## src/rtl/div_ctrl.sv

```systemverilog
// div_ctrl: sequencer for the 32-bit iterative divider behind MIPS DIV/DIVU.
// Latches the operands on a level-held request and runs a 32-step radix-2
// restoring divide on the operand magnitudes. It then sign-corrects the
// quotient and remainder and presents {remainder, quotient} on `result`.
// `stall_req` holds the pipeline until `ready` is high.
//
// Optional feature (macro DIV_ZERO_FAST_EN): a zero divisor seen in IDLE
// takes a short path through DZERO and returns result = 0 after one
// busy cycle. Without the macro, a zero divisor runs the full algorithm.
//
// Ports:
//   clk        in   rising-edge clock
//   resetn     in   asynchronous active-low reset
//   start      in   divide request, held high until ready
//   signed_div in   1 = DIV (two's complement), 0 = DIVU; sampled in IDLE
//   opdata1    in   [31:0] dividend, sampled in IDLE
//   opdata2    in   [31:0] divisor, sampled in IDLE
//   annul      in   flush/kill; returns to IDLE on the next edge
//   result     out  [63:0] {remainder (HI), quotient (LO)}, registered
//   ready      out  result valid, registered
//   busy       out  high in ON / DZERO
//   stall_req  out  start & ~ready & ~annul (combinational)
//   dbg_state  out  [1:0] current FSM state, for observation
//
// Handshake: the requester raises `start` and holds it until it sees
// `ready`. The result stays valid in DONE for as long as `start` stays
// high. Dropping `start` releases the unit, which returns to IDLE.
// `annul` overrides everything and never produces a result.

module div_ctrl (
    input  logic        clk,
    input  logic        resetn,
    input  logic        start,
    input  logic        signed_div,
    input  logic [31:0] opdata1,
    input  logic [31:0] opdata2,
    input  logic        annul,
    output logic [63:0] result,
    output logic        ready,
    output logic        busy,
    output logic        stall_req,
    output logic [1:0]  dbg_state
);

`ifdef DIV_ZERO_FAST_EN
    typedef enum logic [1:0] {
        S_IDLE  = 2'd0,
        S_ON    = 2'd1,
        S_DZERO = 2'd2,
        S_DONE  = 2'd3
    } state_t;
`else
    typedef enum logic [1:0] {
        S_IDLE = 2'd0,
        S_ON   = 2'd1,
        S_DONE = 2'd3
    } state_t;
`endif

    state_t      r_state;
    state_t      w_next;

    logic        r_signed;
    logic        r_sign1;
    logic        r_sign2;
    logic [31:0] r_rem;      // partial remainder
    logic [31:0] r_quo;      // dividend shifting out / quotient shifting in
    logic [31:0] r_dvs;      // divisor magnitude
    logic [5:0]  r_cnt;
    logic [63:0] r_result;
    logic        r_ready;

    logic [31:0] w_mag1;
    logic [31:0] w_mag2;
    logic [32:0] w_upper;
    logic        w_ge;
    logic [31:0] w_sub;
    logic [31:0] w_rem_nx;
    logic [31:0] w_quo_nx;
    logic [31:0] w_quo_fix;
    logic [31:0] w_rem_fix;
    logic        w_last;
    logic        w_accept;

    // Magnitudes only for DIV; 0x80000000 negates to itself, which is the
    // correct unsigned magnitude.
    assign w_mag1 = (signed_div & opdata1[31]) ? (~opdata1 + 32'd1) : opdata1;
    assign w_mag2 = (signed_div & opdata2[31]) ? (~opdata2 + 32'd1) : opdata2;

    // Upper 33 bits of {rem, dividend} << 1. The remainder is always below
    // the divisor, so when the trial subtraction succeeds the true
    // difference fits in 32 bits and a 32-bit subtract is exact.
    assign w_upper  = {r_rem, r_quo[31]};
    assign w_ge     = (w_upper >= {1'b0, r_dvs});
    assign w_sub    = w_upper[31:0] - r_dvs;
    assign w_rem_nx = w_ge ? w_sub : w_upper[31:0];
    assign w_quo_nx = {r_quo[30:0], w_ge};

    assign w_quo_fix = (r_signed & (r_sign1 ^ r_sign2)) ? (~w_quo_nx + 32'd1) : w_quo_nx;
    assign w_rem_fix = (r_signed & r_sign1) ? (~w_rem_nx + 32'd1) : w_rem_nx;

    assign w_last   = (r_cnt == 6'd31);
    assign w_accept = start & ~annul;

    always_ff @(posedge clk or negedge resetn) begin
        if (!resetn) begin
            r_state <= S_IDLE;
        end else begin
            r_state <= w_next;
        end
    end

    always_comb begin
        w_next = r_state;
        case (r_state)
            S_IDLE: begin
                if (w_accept) begin
`ifdef DIV_ZERO_FAST_EN
                    w_next = (opdata2 == 32'd0) ? S_DZERO : S_ON;
`else
                    w_next = S_ON;
`endif
                end
            end
            S_ON: begin
                if (w_last) w_next = S_DONE;
            end
`ifdef DIV_ZERO_FAST_EN
            S_DZERO: w_next = S_DONE;
`endif
            S_DONE: begin
                if (!start) w_next = S_IDLE;
            end
            default: w_next = S_IDLE;
        endcase
        if (annul) w_next = S_IDLE;
    end

    always_ff @(posedge clk or negedge resetn) begin
        if (!resetn) begin
            r_signed <= 1'b0;
            r_sign1  <= 1'b0;
            r_sign2  <= 1'b0;
            r_rem    <= 32'd0;
            r_quo    <= 32'd0;
            r_dvs    <= 32'd0;
            r_cnt    <= 6'd0;
            r_result <= 64'd0;
            r_ready  <= 1'b0;
        end else if (annul) begin
            // Kill wins over everything, including the final iteration.
            r_ready <= 1'b0;
        end else begin
            case (r_state)
                S_IDLE: begin
                    if (start) begin
                        r_signed <= signed_div;
                        r_sign1  <= opdata1[31];
                        r_sign2  <= opdata2[31];
                        r_rem    <= 32'd0;
                        r_quo    <= w_mag1;
                        r_dvs    <= w_mag2;
                        r_cnt    <= 6'd0;
                    end
                end
                S_ON: begin
                    r_rem <= w_rem_nx;
                    r_quo <= w_quo_nx;
                    r_cnt <= r_cnt + 6'd1;
                    if (w_last) begin
                        r_result <= {w_rem_fix, w_quo_fix};
                        r_ready  <= 1'b1;
                    end
                end
`ifdef DIV_ZERO_FAST_EN
                S_DZERO: begin
                    r_result <= 64'd0;
                    r_ready  <= 1'b1;
                end
`endif
                S_DONE: begin
                    if (!start) r_ready <= 1'b0;
                end
                default: r_ready <= 1'b0;
            endcase
        end
    end

`ifdef DIV_ZERO_FAST_EN
    assign busy = (r_state == S_ON) | (r_state == S_DZERO);
`else
    assign busy = (r_state == S_ON);
`endif

    assign result    = r_result;
    assign ready     = r_ready;
    assign stall_req = start & ~r_ready & ~annul;
    assign dbg_state = r_state;

endmodule
```

## config.mk

```make
export PLATFORM = sky130hd
export DESIGN_NAME = div_ctrl
export DESIGN_NICKNAME = d
export VERILOG_FILES = /design/src/rtl/div_ctrl.sv
export SDC_FILE = /design/constraint.sdc
export NUM_CORES = 1
export LEC_CHECK = 0
export BUFFER_PORTS_ARGS = -buffer_cell sky130_fd_sc_hd__buf_2
export CORE_ASPECT_RATIO = 0.7
export CORE_MARGIN = 5
export CORE_UTILIZATION = 40
export DETAILED_ROUTE_END_ITERATION = 16
export PLACE_DENSITY = 0.67
export SLEW_MARGIN = 20
export SYNTH_ARGS = -nofsm -noshare
export SYNTH_HDL_FRONTEND = slang
export SYNTH_SLANG_ARGS = --single-unit
```

## constraint.sdc

```tcl
create_clock -name clk -period 6.1 [get_ports clk]
set_input_delay 1.525 -clock clk [delete_from_list [all_inputs] [get_ports clk]]
set_output_delay 1.525 -clock clk [all_outputs]
set_load 0.05 [all_outputs]
```

# Yosys cells after proc, flatten, opt, wreduce, memory -nomap -nowiden
# Index checks and enable logic that the tools add are counted.
[totals]
latchBits = 0
input_bits = 69
mem_bits_rw = 0
word_cells = 66
memories = 0
rom_bits = 0
output_inout_bits = 69
regBits = 172
[classes]
reduce_logical = 7
n_addsub = 6
order_cmp = 1
eq_ne = 8
mux = 20
bitwise_logic = 14
div = 0
n_shift = 0
multipliers = 0
[ops]
columns = ["op", "count"]
rows = [
  ["$mux 32", 7],
  ["$add 32x1->32 const B", 4],
  ["$not 32->32", 4],
  ["$pmux 32 s2", 2],
  ["$ge 33x32->1", 1],
  ["$sub 32x32->32", 1],
  ["$reduce_and 3->1", 5],
  ["$pmux 6 s2", 1],
  ["$mux 2", 4],
  ["$and 1x1->1", 7],
  ["$add 6x1->6 const B", 1],
  ["$eq 6x5->1 const B", 1],
  ["$mux 6", 1],
  ["$ne 3x3->1 const B", 2],
  ["$pmux 2 s3", 1],
  ["$ne 2x2->1 const B", 2],
  ["$mux 1", 3],
  ["$ne 3x2->1 const B", 1],
  ["$pmux 1 s3", 1],
  ["$eq 2x1->1 const B", 1],
  ["$eq 2x2->1 const B", 1],
  ["$logic_not 2->1", 1],
  ["$not 1->1", 2],
  ["$reduce_bool 2->1", 1],
  ["$xor 1x1->1", 1],
]

# Logic depth before layout (Yosys ltp)
# Gate-level depths: netlist of the first run.
[logic_depth]
ltp_word = 5
ltp_mapped = 23
mapped_depth_nobuf = 18

# Least setup slack after synthesis of the first run
# Ideal clock, no wire load.
[synth_timing]
path_kind = "register to register"
startpoint = "register r_rem[5]"
endpoint = "register r_result[62] (netlist: result[62])"
required_time_ns = 5.969
setup_ns = 0.131
n_path_buf = 5
t_arrival_ns = 5.110
path_stages_with_launch = 22
synth_period_minus_slack_ns = 5.241
slack_ns = 0.859
path_cell_list = "dfrtp_1 ha_1 buf_2 a21oi_1 o21ai_1 a21o_1 o311ai_2 nand2_1 buf_2 buf_4 buf_2 clkbuf_1 o21ai_0 ha_1 nand2_1 or4_1 or4_4 and4bb_1 o211ai_2 nor4_4 mux2i_1 or3_1"
[synth_via]
elab_chain_len = 5
word_cells_on_any_way = 6
classes_between = "add/sub: 2; order compare: 1; mux: 2; bitwise: 1"
[synth_rtl]
columns = ["item", "line_no", "source"]
rows = [
  ["start, declared", "66", "logic [31:0] r_rem;"],
  ["start signal, assigned", "167", "r_rem <= w_rem_nx;"],
  ["$sub 32x32->32 / $ge 33x32->1 (equally long branches)", "95, 94", ""],
  ["$mux 32 (*)", "96", "assign w_rem_nx = w_ge ? w_sub : w_upper[31:0];"],
  ["$not 32->32", "100", "assign w_rem_fix = (r_signed & r_sign1) ? (~w_rem_nx + 32'd1) : w_rem_nx;"],
  ["$add 32x1->32", "100", ""],
  ["$mux 32 (*)", "100", ""],
  ["end signal, assigned", "171", "r_result <= {w_rem_fix, w_quo_fix};"],
  ["end, declared", "70", "logic [63:0] r_result;"],
]
# Every way passes the cells marked *; elsewhere a longest branch is shown, timed or not.
# A chain may end at the register's enable or synchronous reset.

# Final worst setup path of the first run
# Same ends and word-level chain as after synthesis.

==> results.cfg, run 1 <==
[outcome]
status = finished clean

[sta]
hold_viol_final = 0
finalCriticalPeriod_ps = 5465
slew_violations = 0
fin_crit_sh = 0.8959
tightest_slew_ps = 1012
max_clock_freq_mhz = 183.0
hold_slack_ps = 474.6
tns_ps = 0
rsz0062_at_grt = no
slew_headroom = 0.3211
setup_viol = 0
fin_skew_ps = 16.60

[cts]
root_buffer = clkbuf_16
clock_path_buffers = 2
clkTransAtPathRegs_ps = 70
cts_inserted_buffers = 17
insertion_delay_ps = 460
cts_hold_buffers = 0
cts_sinks = 172
cts_tree = done
ctsResizeCount = 0
cts_setup_buffers = 0
htreeDepth = 4

[routing]
drtIter0Drc = 1073
drt_wl_total_um = 36850
route.detailed.wl_per_inst_um = 18.16
dr.pass1.iters = 5
drcViolationCount = 0
avgViaCountPerCell = 5.599
route.antenna.remaining_nets = 0
vias = 11360

[worst_setup_path]
worstPathMaxFanout = 21
cp-start-kind = flip-flop
crit_type = flip-flop to flip-flop
critPathRequiredTime_ps = 6430
crit_arrival_ps = 5800
cp-end-kind = flip-flop

[cells_and_area]
fillers = 3055
nets = 1712
drive_above_1_share = 0.1249
diodes = 0
syn2layout_area_growth_pct = 12.92

[global_route]
grt_max_degree = 94
grt_pass1_wl_um = 59550
grt_busiest_layer = met1
grt_pass1_vias = 10780
grt_use_met2 = 0.3175
grt.total_usage = 0.2180
grt_use_met3 = 0.05116
gr-usage-met1 = 0.3297
grt-ovfl-total = 0
antenna_found_initial = 0

[floorplan]
start_util = 0.4045
die-area_mm2 = 0.03387
die_h_um = 155.5
num_io_pins = 138
core_area_mm2 = 0.02991
die_x_um = 217.9
row_count = 53

[logic_synthesis]
yosysMostFrequentCell = nand2_1
synth_cell_types = 75
seq_area_frac_synth = 0.3558
synth-seq-cells = 172
synthTopCellsByArea = dfrtp_1 (36%), o21ai_0 (7.2%), nand2_1 (6.7%), a21oi_1 (6.2%), xor2_1 (5.7%)
synthTopCellsByCount = nand2_1 (215), o21ai_0 (173), dfrtp_1 (172), a21oi_1 (149), nor2_1 (132)
ys.flop_type = dfrtp_1
yosys.area.top_type_share = 0.3558
synth-edff-count = 0
synth-warning-count = 0
async_flop_share = 1.000
syn_nets = 1628
synth_cells = 1521
syn_area_mm2 = 0.01210
synth_area_leader_cell = dfrtp_1
avgSynthCellArea_um2 = 7.953

[run]
max-cap-violations = 0

[placed_design]
dp_hpwl_um = 27900
gp_congestion = 0.9011
port_buffers = 137

[power]
vdd_drop_max_mv = 0.1952
leakage_nw = 6.103
power_density_mw_per_mm2 = 246.8

[min_path]
hp-class = flip-flop to flip-flop
==> worst paths after layout <==
kind | from | to | slack [ps] | cells after the start
max | r_rem[5] | result[62] | 640 | 18
min | result[43] | result[43] | 470 | 2
max reg2reg | r_rem[5] | result[62] | 640 | 18
min reg2reg | result[43] | result[43] | 470 | 2
max in group asynchronous | resetn | r_cnt[1] | 3970 | 2
min in group asynchronous | resetn | result[40] | 1120 | 1
==> cell type report <==
type / instances / area (µm²) / share of cell area
Clock buffer: 21 / 450.4 / 0.03298
Clock inverter: 10 / 117.6 / 0.008610
Inverter: 57 / 214.0 / 0.01566
Multi-Input combinational cell: 1206 / 7248 / 0.5306
Sequential cell: 172 / 4304 / 0.3151
Tap cell: 412 / 515.5 / 0.03774
Timing Repair Buffer: 151 / 809.5 / 0.05927
==> metal layers <==
metal	wire (µm)	part of all wire
met1	18330	0.50
met4	465	0.013
met2	15600	0.42
met3	2458	0.067
met5	0	0
==> cells in the final DEF (no fill, tap or decap), types with 8 or more instances in the layout <==
cell type / instances
mux2i_1: 17
nor2_1: 132
buf_2: 136
nor4_1: 19
a22o_1: 10
buf_4: 13
clkbuf_16: 17
o211ai_1: 8
o31ai_1: 26
a21o_1: 11
or3_1: 18
a21oi_1: 149
and2_1: 15
ha_1: 37
a31oi_1: 13
or4_1: 13
o21ai_0: 172
nand2_1: 215
dfrtp_1: 172
o41ai_1: 13
nor3_1: 39
nand4_1: 16
inv_1: 55
nand3_1: 20
nand2b_1: 9
xnor2_1: 61
xor2_1: 79
==> logic make-up (layout without fill, tap and decap cells) <==
logic type,count (synthesis),after routing,share of synthesized area
and+or+nand+nor,546,546,0.2132
AOI/OAI and AO/OA,460,460,0.2245
DFF,172,172,0.3558
buffers and inverters,143,239,0.04654
xor gates and xnor gates,140,140,0.1014
adders and majority gates,38,38,0.03993
muxes,22,22,0.01872
==> report_power, final <==
group          internal [mW]  total [mW]  leakage (nW)  switching [mW]
logic                  0.352       0.947          3.58           0.595
registers               1.23        1.33          2.25          0.0982
clock network          0.611        1.10         0.266           0.484
==> state kept, by name, indices dropped and copies added (netlist names) <==
register   count
dbg_state      2
r_cnt          6
r_dvs         32
r_quo         32
r_rem         32
r_sign1        1
r_sign2        1
r_signed       1
ready          1
result        64
==> worst max-delay path, stage by stage (launching register included) <==
cell and delay [ps]:
dfrtp_1 460, ha_1 440, a21oi_1 380, o21ai_1 100, buf_4 170, a21o_1 190
o311ai_2 450, nand2_1 170, buf_4 270, o21ai_0 320, ha_1 260, nand2_1 100
or4_1 430, or4_4 490, and4bb_1 330, o211ai_2 160, nor4_4 200, mux2i_1 100
or3_1 300
==> metrics by stage <==
| step | worst slack (ps) | std cells | utilization | cell area [µm²] | power, mW |
|---|---|---|---|---|---|
| after global placement | 936.3 | 1998 | 0.4377 | 13090 | 2.265 |
| after detailed placement | 721.1 | 1998 | 0.4377 | 13090 | 2.283 |
| after global routing | 345.4 | 2029 | 0.4567 | 13660 | 3.578 |
| after floorplan | 859.1 | 1521 | - | 12100 | 2.001 |
| final | 635.1 | 2029 | 0.4567 | 13660 | 3.371 |
| after CTS | 709.8 | 2029 | 0.4567 | 13660 | 3.395 |
(Power assumes the default switching activity.)
==> run 2, diff against run 1 <==
--- a/config.mk
+++ b/config.mk
@@ -8,9 +8,9 @@
 export BUFFER_PORTS_ARGS = -buffer_cell sky130_fd_sc_hd__buf_2
 export CORE_ASPECT_RATIO = 0.7
 export CORE_MARGIN = 5
-export CORE_UTILIZATION = 40
+export CORE_UTILIZATION = 60
 export DETAILED_ROUTE_END_ITERATION = 16
-export PLACE_DENSITY = 0.67
+export PLACE_DENSITY = 0.91
 export SLEW_MARGIN = 20
 export SYNTH_ARGS = -nofsm -noshare
 export SYNTH_HDL_FRONTEND = slang
==> run 2 against run 1 <==
First-iteration DRC count grew 51%. Clock skew shrank 5.8 ps. Routed wire length shrank 1.1%. Sequential share of layout area grew 0.19 points. Worst hold slack is essentially flat. Clock-buffer cell count shrank 4. Clock power grew 5%. Power grew 2.6%. Via count grew 5.2%. Fmax shrank 1.6%. Critical path type unchanged.
==> results.cfg, run 2 (same netlist as run 1, synthesis figures left out) <==
[worst_setup_path]
crit_arrival_ps = 5870
r2r-start = r_rem[17]
worstPathMaxFanout = 15
cp-end-kind = flip-flop
critPathMaxStageDelay_ps = 630
r2r_setup_slack_ps = 550
critPathRequiredTime_ps = 6420
slowest_stage = a211oi_1
cpLargestDelayFamily = simple AND/OR/NAND/NOR gates
worst_r2r_path_depth = 17
r2r_end = result[62]
cp_cell_sequence = ha_1, a21o_1, a21oi_1, o221ai_1, a211oi_1, nand2_2, clkinv_1, mux2i_1, ha_1, nand2_1, or4_1, or4_4, and4bb_1, o211ai_2, nor4_4, mux2i_1, or3_1
timing.critical_path.buf_inv = 1
cp-start-kind = flip-flop
crit_type = flip-flop to flip-flop

[cts]
clock_path_buffers = 2
cts_sinks = 172
clkTransAtPathRegs_ps = 80
root_buffer = clkbuf_16
cts_hold_buffers = 0
cts_setup_buffers = 0
insertion_delay_ps = 450
cts_inserted_buffers = 17
ctsResizeCount = 0
htreeDepth = 4
cts_tree = done

[power]
vdd_drop_max_mv = 0.1709
total_power_mw = 3.460
leakage_nw = 6.154
power_density_mw_per_mm2 = 254.8

[routing]
drt_wl_total_um = 36440
drtIter0Drc = 1623
avgViaCountPerCell = 6.330
drcViolationCount = 0
route.antenna.remaining_nets = 0
route.detailed.wl_per_inst_um = 19.30
dr.pass1.iters = 6
vias = 11950

[floorplan]
start_util = 0.6110
die-area_mm2 = 0.02315
num_io_pins = 138
die_x_um = 179.7
die_h_um = 128.8
row_count = 43
core_area_mm2 = 0.01980

[sta]
slew_violations = 0
rsz0062_at_grt = no
fin_crit_sh = 0.9100
finalCriticalPeriod_ps = 5551
tns_ps = 0
setup_viol = 0
tightest_slew_ps = 1023
hold_viol_final = 0
hold_slack_ps = 474.4
fin_skew_ps = 10.78
max_clock_freq_mhz = 180.1
slew_headroom = 0.3183

[cells_and_area]
layout_commonest_cell = nand2_1
final-seq-area_mm2 = 0.004304
nets = 1712
syn2layout_area_growth_pct = 12.25
multi_input_area_mm2 = 0.007251
diodes = 0
drive_above_1_share = 0.1279
final_cell_mix = nand2_1 (214), o21ai_0 (172), dfrtp_1 (172), a21oi_1 (149), buf_2 (136)
largest_reg_flops = 64
fillers = 1642

[min_path]
min_delay_path_depth = 2
min_to = result[41]
min_from = result[41]
hp-class = flip-flop to flip-flop

[global_route]
grt_pass1_vias = 10710
grt_max_degree = 125
grt_pass1_wl_um = 57500
antenna_found_initial = 0
grt-ovfl-total = 0
grt.total_usage = 0.3099

[run]
max-cap-violations = 0

[outcome]
status = finished clean

[placed_design]
gp_congestion = 1.060
port_buffers = 137
dp_hpwl_um = 27640
==> run 2: cell count changes in the layout (fill, tap and decap cells not counted), moves of 2 or more <==
cell and change:
inv_8 +5, buf_16 +2, clkinv_2 -2, clkbuf_1 -3
clkinvlp_4 -3, clkinv_8 +5
==> run 2: area by class of cell <==
type / instances / share of cell area
multi-input combinational: 1206 / 0.5340
clock buffer: 17 / 0.03133
clock inverter: 15 / 0.01539
sequential: 172 / 0.3170
timing repair buffer: 151 / 0.06165
inverter: 57 / 0.01576
tap: 270 / 0.02488
==> run 2: report_power, final <==
group	switching (mW)	internal, mW
sequential	0.115	1.23
combinational	0.604	0.353
clock	0.556	0.601
==> run 2: per-layer routing <==
layer  global-route usage  routed length, µm  vias up
li1                     -                  -     5553
met5                    0                  0        -
met1               0.4599              16220     5695
met3               0.1178               4809       72
met4              0.08733                794        0
met2               0.4211              14620      631
==> run 2: how the worst max path moves through the flow <==
| stage | start | endpoint | slack [ps] | cells past startpoint |
|---|---|---|---|---|
| final | r_rem[17] | result[62] | 550 | 17 |
| after global routing | r_rem[5] | result[62] | 250 | 18 |
| after CTS | r_rem[5] | result[62] | 670 | 18 |
| after detailed placement | r_rem[17] | result[62] | 700 | 17 |
| after global placement | r_rem[17] | result[62] | 910 | 17 |
| after floorplan | r_rem[5] | result[62] | 860 | 21 |
==> run 2: tightest hold or removal path: stages (launching register included) <==
cell and delay (ps):
dfrtp_1 340, nand2_1 40, o21ai_0 60
==> run 2: per-stage QoR <==
| stage | cells | setup WS, ps | cell area, µm² | util |
|---|---|---|---|---|
| floorplan | 1521 | 859.1 | 12100 | - |
| global placement | 1854 | 905.2 | 12890 | 0.6510 |
| detailed placement | 1855 | 698.0 | 12920 | 0.6524 |
| CTS | 1887 | 669.6 | 13550 | 0.6844 |
| global route | 1888 | 249.4 | 13580 | 0.6858 |
| finish | 1888 | 548.8 | 13580 | 0.6858 |
==> run 3, diff against run 2 <==
--- a/config.mk
+++ b/config.mk
@@ -10,7 +10,7 @@
 export CORE_MARGIN = 5
 export CORE_UTILIZATION = 60
 export DETAILED_ROUTE_END_ITERATION = 16
-export PLACE_DENSITY = 0.91
+export PLACE_DENSITY = 0.82
 export SLEW_MARGIN = 20
 export SYNTH_ARGS = -nofsm -noshare
 export SYNTH_HDL_FRONTEND = slang
==> run 3 against run 2 <==
First-iteration DRC count is 7.2% higher. Die area stayed put. Non-clock buffer count is 2 lower. Clock skew increased by 6.2 ps. Register-to-register slack better by 100 ps. Sequential power is essentially flat. Final area shrank 0.46%. Fmax up 1.9%. Worst hold slack better by 2.5 ps. Clock power about the same. Utilization fell by 0.32 points. Final cell count decreased by 0.11%. Largest cell class unchanged. Highest routed layer unchanged.
==> results.cfg, run 3 (same netlist as run 1, synthesis figures left out) <==
[worst_setup_path]
cpLargestDelayFamily = compound AO/OA/AOI/OAI gates
r2r_setup_slack_ps = 650
crit_arrival_ps = 5730
cp_cell_sequence = ha_1, a21oi_1, o21ai_1, a21o_1, o311ai_2, nand2_2, clkinv_1, mux2i_1, ha_1, nand2_1, or4_1, or4_4, nor3_1, o2111ai_1, o21ai_0, xor2_1, o21ai_0
critical_path_depth = 17
cp-start-kind = flip-flop
slowest_stage = or4_4
crit_start = r_rem[5]
r2r-start = r_rem[5]
crit_type = flip-flop to flip-flop
crit_end = result[60]
critPathMaxStageDelay_ps = 490
worstPathMaxFanout = 8
critPathRequiredTime_ps = 6390
timing.critical_path.buf_inv = 1
cp-end-kind = flip-flop
r2r_end = result[60]
worst_r2r_path_depth = 17

[cells_and_area]
nets = 1710
final_area_mm2 = 0.01352
syn2layout_area_growth_pct = 11.73
largest_reg_flops = 64
final_util = 0.6826
drive_above_1_share = 0.1269
diodes = 0
final_cell_mix = nand2_1 (214), o21ai_0 (172), dfrtp_1 (172), a21oi_1 (149), buf_2 (136)
layout_commonest_cell = nand2_1
stdcell_count = 1886

[routing]
route.detailed.wl_per_inst_um = 19.26
drt_wl_total_um = 36330
drtIter0Drc = 1740
dr.pass1.iters = 5
avgViaCountPerCell = 6.169
route.antenna.remaining_nets = 0
vias = 11640
drcViolationCount = 0

[sta]
slew_violations = 0
max_clock_freq_mhz = 183.6
hold_viol_final = 0
tns_ps = 0
fin_crit_sh = 0.8931
fin_skew_ps = 16.99
setup_viol = 0
slew_headroom = 0.3292
setup_ws_ps = 652.0
tightest_slew_ps = 1005
rsz0062_at_grt = no
finalCriticalPeriod_ps = 5448

[cts]
clock_path_buffers = 2
cts_sinks = 172
root_buffer = clkbuf_16
clkTransAtPathRegs_ps = 90
cts_setup_buffers = 0
htreeDepth = 4
cts_hold_buffers = 0
insertion_delay_ps = 450
cts_tree = done
ctsResizeCount = 0
cts_inserted_buffers = 17

[power]
seqPwrFrac = 0.388
leakage_nw = 6.122
p_comb_frac = 0.276
vdd_drop_max_mv = 0.1579
p_int_mw = 2.151
power.switching_mw = 1.302
p_sw_frac = 0.3771
power_density_mw_per_mm2 = 255.5
clkPwrFrac = 0.336

[min_path]
hp-class = flip-flop to flip-flop
min_from = result[20]

[floorplan]
die-area_mm2 = 0.02315
row_count = 43
core_area_mm2 = 0.01980
start_util = 0.6110
die_h_um = 128.8
die_x_um = 179.7
num_io_pins = 138

[run]
max-cap-violations = 0

[global_route]
grt.total_usage = 0.3118
grt_max_degree = 102
grt-ovfl-total = 0
grt_pass1_wl_um = 57930
grt_pass1_vias = 10580
antenna_found_initial = 0

[placed_design]
pre_cts_ws_ps = 742.7
port_buffers = 137
gp_congestion = 1.024
dpl_cell_area_mm2 = 0.01289
dp_cells = 1854
dp_hpwl_um = 27330

[outcome]
status = finished clean
## run 3: changes by cell type in the layout (fill, tap and decap cells not counted)
cell	change
inv_8	-2
bufinv_16	-1
inv_12	+3
inv_6	+1
inv_16	+1
buf_16	-2
clkinv_8	-2
## run 3: power groups by stage
stage,registers [mW],logic [mW],clock network [mW]
after CTS,1.33,0.929,1.17
after global routing,1.35,1.05,1.22
after detailed placement,1.36,0.921,0
after global placement,1.35,0.909,0
final,1.34,0.952,1.16
after floorplan,1.32,0.685,0
## run 3: how the worst min path moves through the flow
stage            endpoint  cells past startpoint
3_5_place_dp   result[20]                      2
4_1_cts        result[58]                      2
6_report       result[20]                      2
5_1_grt        result[57]                      2
2_1_floorplan   r_rem[22]                      2
3_3_place_gp   result[24]                      2
## run 3: area by class of cell
| class | count | area (µm²) |
|---|---|---|
| Inverter | 57 | 214.0 |
| Sequential cell | 172 | 4304 |
| Multi-Input combinational cell | 1206 | 7251 |
| Fill cell | 1686 | 6284 |
| Clock buffer | 17 | 425.4 |
| Tap cell | 270 | 337.8 |
| Clock inverter | 15 | 201.4 |
| Timing Repair Buffer | 149 | 782.0 |
## run 3: tightest hold or removal path: cells and delay by family (launching register included)
kind,cells,cell delay [ps]
AO/OA/AOI/OAI,1,60
flip-flops,1,350
AND/OR/NAND/NOR,1,40
## run 3: stage by stage
stage / total power [mW] / hold slack (ps)
5_1_grt: 3.624 / 493.2
6_report: 3.453 / 477.0
4_1_cts: 3.433 / 482.3
3_3_place_gp: 2.259 / 455.4
2_1_floorplan: 2.001 / 477.6
3_5_place_dp: 2.277 / 464.8
## run 3: metal layers
| metal | track usage | routed length (µm) | vias up |
|---|---|---|---|
| met5 | 0 | 0 | - |
| met4 | 0.06090 | 486 | 0 |
| met3 | 0.1003 | 4667 | 40 |
| met2 | 0.4151 | 13950 | 599 |
| met1 | 0.4924 | 17230 | 5462 |
| li1 | - | - | 5534 |
